===== config.mk =====
export PLATFORM = sky130hd
export DESIGN_NAME = addsub_serial
export DESIGN_NICKNAME = d
export VERILOG_FILES = /design/src/rtl/addsub_serial.sv
export SDC_FILE = /design/constraint.sdc
export NUM_CORES = 1
export LEC_CHECK = 0
export CORE_MARGIN = 2
export CORE_UTILIZATION = 50
export DETAILED_ROUTE_END_ITERATION = 10
export PLACE_DENSITY = 0.76
export SETUP_SLACK_MARGIN = 0.1
export SLEW_MARGIN = 20
export SYNTH_ARGS = -nofsm -noshare
export SYNTH_HDL_FRONTEND = slang
export SYNTH_SLANG_ARGS = --single-unit

===== constraint.sdc =====
create_clock -name clk -period 2.4 [get_ports clk]
set_input_delay 0.72 -clock clk [delete_from_list [all_inputs] [get_ports clk]]
set_output_delay 0.72 -clock clk [all_outputs]
set_load 0.03 [all_outputs]

===== src/rtl/addsub_serial.sv =====
// Digit-serial add/subtract unit with valid/ready handshakes and carry/ovf/zero/neg flags.
// Optional macro SATURATE_EN clamps an overflowed result to the signed limit.
module addsub_serial #(
    parameter int WIDTH = 8,
    parameter int DIGIT = 2
) (
    input  logic             clk,
    input  logic             rst_n,
    input  logic             in_valid,
    output logic             in_ready,
    input  logic             op,
    input  logic [WIDTH-1:0] A,
    input  logic [WIDTH-1:0] B,
    output logic             out_valid,
    input  logic             out_ready,
    output logic [WIDTH-1:0] Y,
    output logic             carry,
    output logic             ovf,
    output logic             zero,
    output logic             neg
);

    localparam int NDIG = WIDTH / DIGIT;
    localparam int CW   = (NDIG > 1) ? $clog2(NDIG) : 1;

    localparam logic [1:0] IDLE = 2'd0;
    localparam logic [1:0] RUN  = 2'd1;
    localparam logic [1:0] DONE = 2'd2;

    if (WIDTH < 2 || DIGIT < 1 || (WIDTH % DIGIT) != 0) begin : g_param_check
        $error("addsub_serial: DIGIT must divide WIDTH and WIDTH must be >= 2");
    end

    logic [1:0]       state_q, state_d;
    logic [WIDTH-1:0] a_q, a_d, b_q, b_d, y_q, y_d;
    logic [CW-1:0]    cnt_q, cnt_d;
    logic             c_q, c_d;
    logic             carry_q, carry_d, ovf_q, ovf_d, zero_q, zero_d, neg_q, neg_d;

    logic [DIGIT-1:0] sum;
    logic             cout, cin_msb, last;
    logic [WIDTH-1:0] y_shift, y_final;

    // Ripple slice over the current low digit; on the last digit its top bit is the word MSB.
    always_comb begin
        {cout, sum} = {1'b0, a_q[DIGIT-1:0]} + {1'b0, b_q[DIGIT-1:0]} + {{DIGIT{1'b0}}, c_q};
        cin_msb     = sum[DIGIT-1] ^ a_q[DIGIT-1] ^ b_q[DIGIT-1];
        last        = (cnt_q == CW'(NDIG - 1));
        y_shift     = (y_q >> DIGIT) | (WIDTH'(sum) << (WIDTH - DIGIT));
        y_final     = y_shift;
`ifdef SATURATE_EN
        // A and effective B share a sign when overflow occurs, so A's MSB gives the direction.
        if (cout ^ cin_msb) begin
            y_final = a_q[DIGIT-1] ? {1'b1, {(WIDTH-1){1'b0}}} : {1'b0, {(WIDTH-1){1'b1}}};
        end
`endif
    end

    always_comb begin
        state_d = state_q;
        a_d     = a_q;
        b_d     = b_q;
        y_d     = y_q;
        cnt_d   = cnt_q;
        c_d     = c_q;
        carry_d = carry_q;
        ovf_d   = ovf_q;
        zero_d  = zero_q;
        neg_d   = neg_q;
        case (state_q)
            IDLE: begin
                if (in_valid) begin
                    a_d     = A;
                    b_d     = B ^ {WIDTH{op}};
                    c_d     = op;
                    cnt_d   = '0;
                    state_d = RUN;
                end
            end
            RUN: begin
                a_d   = a_q >> DIGIT;
                b_d   = b_q >> DIGIT;
                c_d   = cout;
                y_d   = y_shift;
                cnt_d = cnt_q + CW'(1);
                if (last) begin
                    y_d     = y_final;
                    carry_d = cout;
                    ovf_d   = cout ^ cin_msb;
                    zero_d  = (y_final == '0);
                    neg_d   = y_final[WIDTH-1];
                    cnt_d   = '0;
                    state_d = DONE;
                end
            end
            DONE: begin
                if (out_ready) begin
                    state_d = IDLE;
                end
            end
            default: state_d = IDLE;
        endcase
    end

    always_ff @(posedge clk or negedge rst_n) begin
        if (!rst_n) begin
            state_q <= IDLE;
            a_q     <= '0;
            b_q     <= '0;
            y_q     <= '0;
            cnt_q   <= '0;
            c_q     <= 1'b0;
            carry_q <= 1'b0;
            ovf_q   <= 1'b0;
            zero_q  <= 1'b0;
            neg_q   <= 1'b0;
        end else begin
            state_q <= state_d;
            a_q     <= a_d;
            b_q     <= b_d;
            y_q     <= y_d;
            cnt_q   <= cnt_d;
            c_q     <= c_d;
            carry_q <= carry_d;
            ovf_q   <= ovf_d;
            zero_q  <= zero_d;
            neg_q   <= neg_d;
        end
    end

    assign in_ready  = (state_q == IDLE);
    assign out_valid = (state_q == DONE);
    assign Y         = y_q;
    assign carry     = carry_q;
    assign ovf       = ovf_q;
    assign zero      = zero_q;
    assign neg       = neg_q;

endmodule


==> impl_metrics.csv <==
group,metric,value,unit
status,status,"complete, no violations",
critical_path,worst_ep_required_time,1.68,ns
critical_path,path_depth,1,
layout,area_delta_synth_final,25.1,%
job,drv_cap,0,
synth,syn-cell-area,1670,um2
critical_path,worstPathArrival,1.43,ns
cts,cts-root-buf,"clkbuf_4",
layout,fillers,297,
sta,period_needed,2.15,ns
layout,final_nets,219,
place,placement.cell_area,2040,um2
cts,clk_latency,0.33,ns
power_and_ir_drop,irDropWorstVdd,0.515,mV
power_and_ir_drop,p_leak,0.000942,uW
synth,synthCells,158,
place,pre_cts_ws,0.342,ns
critical_path,cp_max_fo,4,
sta,fmax,465,MHz
synth,yosysTopAreaCell,"dfrtp_1",
critical_path,critical_path_class,"reg2out",
critical_path,end_kind,"primary output",
sta,fin_crit_sh,89.7,%
power_and_ir_drop,power,2730,uW
die,start_util,50.9,%
cts,tritoncts,"yes",
global_routing,grt_start_max_net_pins,34,
synth,synth_nets,182,
critical_path,slowest_stage,"clkdlybuf4s50_1",
layout,finalInstanceArea,2090,um2
synth,synth_cell_type_count,30,
sta,finalSetupViolCount,0,
critical_path,cp_num_buf_inv,1,
global_routing,grt_use_met3,7.04,%
global_routing,antenna_found_initial,0,
global_routing,grt.busiest_layer,"met2",
sta,final-hold-violation-count,0,
layout,layout_commonest_cell,"dfrtp_1",
layout,drive_gt1_share,11.8,%
sta,worst_pin_slew,0.489,ns
sta,relSlewSlack,67.3,%
critical_path,reg2reg_depth,6,
global_routing,use_met1,23.9,%
global_routing,overflow,0,
min_path,hp-class,"reg2reg",
layout,mostFrequentLayoutCells,"dfrtp_1 (33), clkdlybuf4s50_1 (32), nand2_1 (20)",
synth,synth_area_per_cell,10.6,um2
drt,first_pass_iters,4,
die,die_area,3820,um2
critical_path,crit_chain,"clkdlybuf4s50_1",
cts,cts.reportedPaths.clkPinSlew,0.10,ns
cts,cts_buffers,5,
sta,tns,0,ns
sta,clock_skew,0.00752,ns
cts,clock-sinks,33,
drt,vias_per_cell,5.11,
layout,post-route-util,63.7,%
drt,drtAntennaViolNets,0,
drt,finalWirelength,3180,um
die,rows,21,
layout,n_antenna_cell,0,
drt,drtIter0Drc,44,
global_routing,grt_pass1_wl,5460,um
sta,finalMaxSlewViolations,0,
cts,ctsLongestPathBuffers,2,
min_path,hold_depth,2,
die,die_h,61.8,um
die,pin_count,35,
die,core_area,3280,um2
place,dp_hpwl,2320,um
global_routing,gr-usage-all-layers,20.1,%
synth,synth_area_leaders,"dfrtp_1 (49%), nand2_1 (4.5%), xor2_1 (4.2%), o21ai_1 (3.9%), a21oi_1 (3.6%)",
die,die_x,61.8,um
drt,avgRoutedWirePerCell,13.2,um
place,portBuffers,34,
synth,yosysSeqAreaShare,49.4,%
sta,grt_setup_unrepaired,"false",
critical_path,critPathTopFamily,"buffers and inverters",
power_and_ir_drop,power_density,1300,nW/um2
sta,setup_ws,0.248,ns
synth,synth_top_cell_area_share,49.4,%
critical_path,cpPeakStageDelay,0.69,ns
cts,h-tree-depth,2,
global_routing,grt_pass1_vias,1181,
critical_path,startpoint_type,"flip-flop",
synth,ys_ff_latch,33,
global_routing,grt_use_met2,33.4,%
place,place_congestion,0.739,
synth,yosysWarnings,0,
drt,drcViolationCount,0,
drt,vias,1232,
-- synthesized netlist by cell type (all sizes together) --
library cell and instances:
fa 2, and3b 6, nor2b 6, nand4 1, nor4 1, buf 10, nand3b 1, dfrtp 33
a21oi 12, inv 9, nand2 20, o31ai 1, o21ai 20, xnor2 3, o21bai 1, o22a 1
ha 1, mux2 6, nor2 3, a22oi 6, xor2 8, nor3b 1, o22ai 4, nand2b 2
-- where the power goes --
group	internal, uW	switching (uW)
logic	676	777
clock network	138	177
registers	800	162
-- cell families (layout without fill, tap and decap cells) --
group	Yosys count	in the layout	synth area share (%)
AO/OA/AOI/OAI	45	45	15.9
adder cells (fa/ha/maj)	3	3	3.14
multiplexers	6	6	4.94
buffers and inverters	19	56	6.51
flip-flops	33	33	49.4
XOR/XNOR	11	11	5.76
AND/OR/NAND/NOR	41	41	14.4
-- registers in the layout, indices dropped and copies added, names as in the netlist --
name     cells
zero         1
state_q      2
carry        1
c_q          1
neg          1
a_q          8
b_q          8
ovf          1
Y            8
cnt_q        2
-- layout make-up --
type	instances	area (um2)	area share, %
Inverter	9	33.8	1.61
Timing Repair Buffer	40	383	18.3
Multi-Input combinational cell	106	738	35.3
Tap cell	46	57.6	2.75
Clock buffer	7	55.1	2.63
Sequential cell	33	826	39.5
-- final timing paths --
path,slack [ns],to,from
max,0.25,Y[4],Y[4]
min,0.48,zero,zero
max reg2reg,0.50,ovf,a_q[0]
min reg2reg,0.48,zero,zero
max in group asynchronous,1.32,a_q[1],rst_n
min in group asynchronous,0.78,Y[3],rst_n
-- stage by stage --
stage	hold slack [ns]	cells
finish	0.485	241
global route	0.519	241
CTS	0.496	241
detailed placement	0.475	234
global placement	0.468	234
floorplan	0.424	158
-- metal layers --
| layer | wire (um) | up-vias |
|---|---|---|
| met1 | 1390 | 577 |
| met4 | 74 | 0 |
| met3 | 174 | 8 |
| li1 | - | 616 |
| met5 | 0 | - |
| met2 | 1540 | 31 |
-- timing repair --
| action | CTS | global route |
|---|---|---|
| setup buffers | 0 | 0 |
| resized for setup | 2 | 0 |
| hold buffers | 0 | 0 |
| setup endpoints to repair | 2 | 0 |
(Power assumes the default switching activity.)
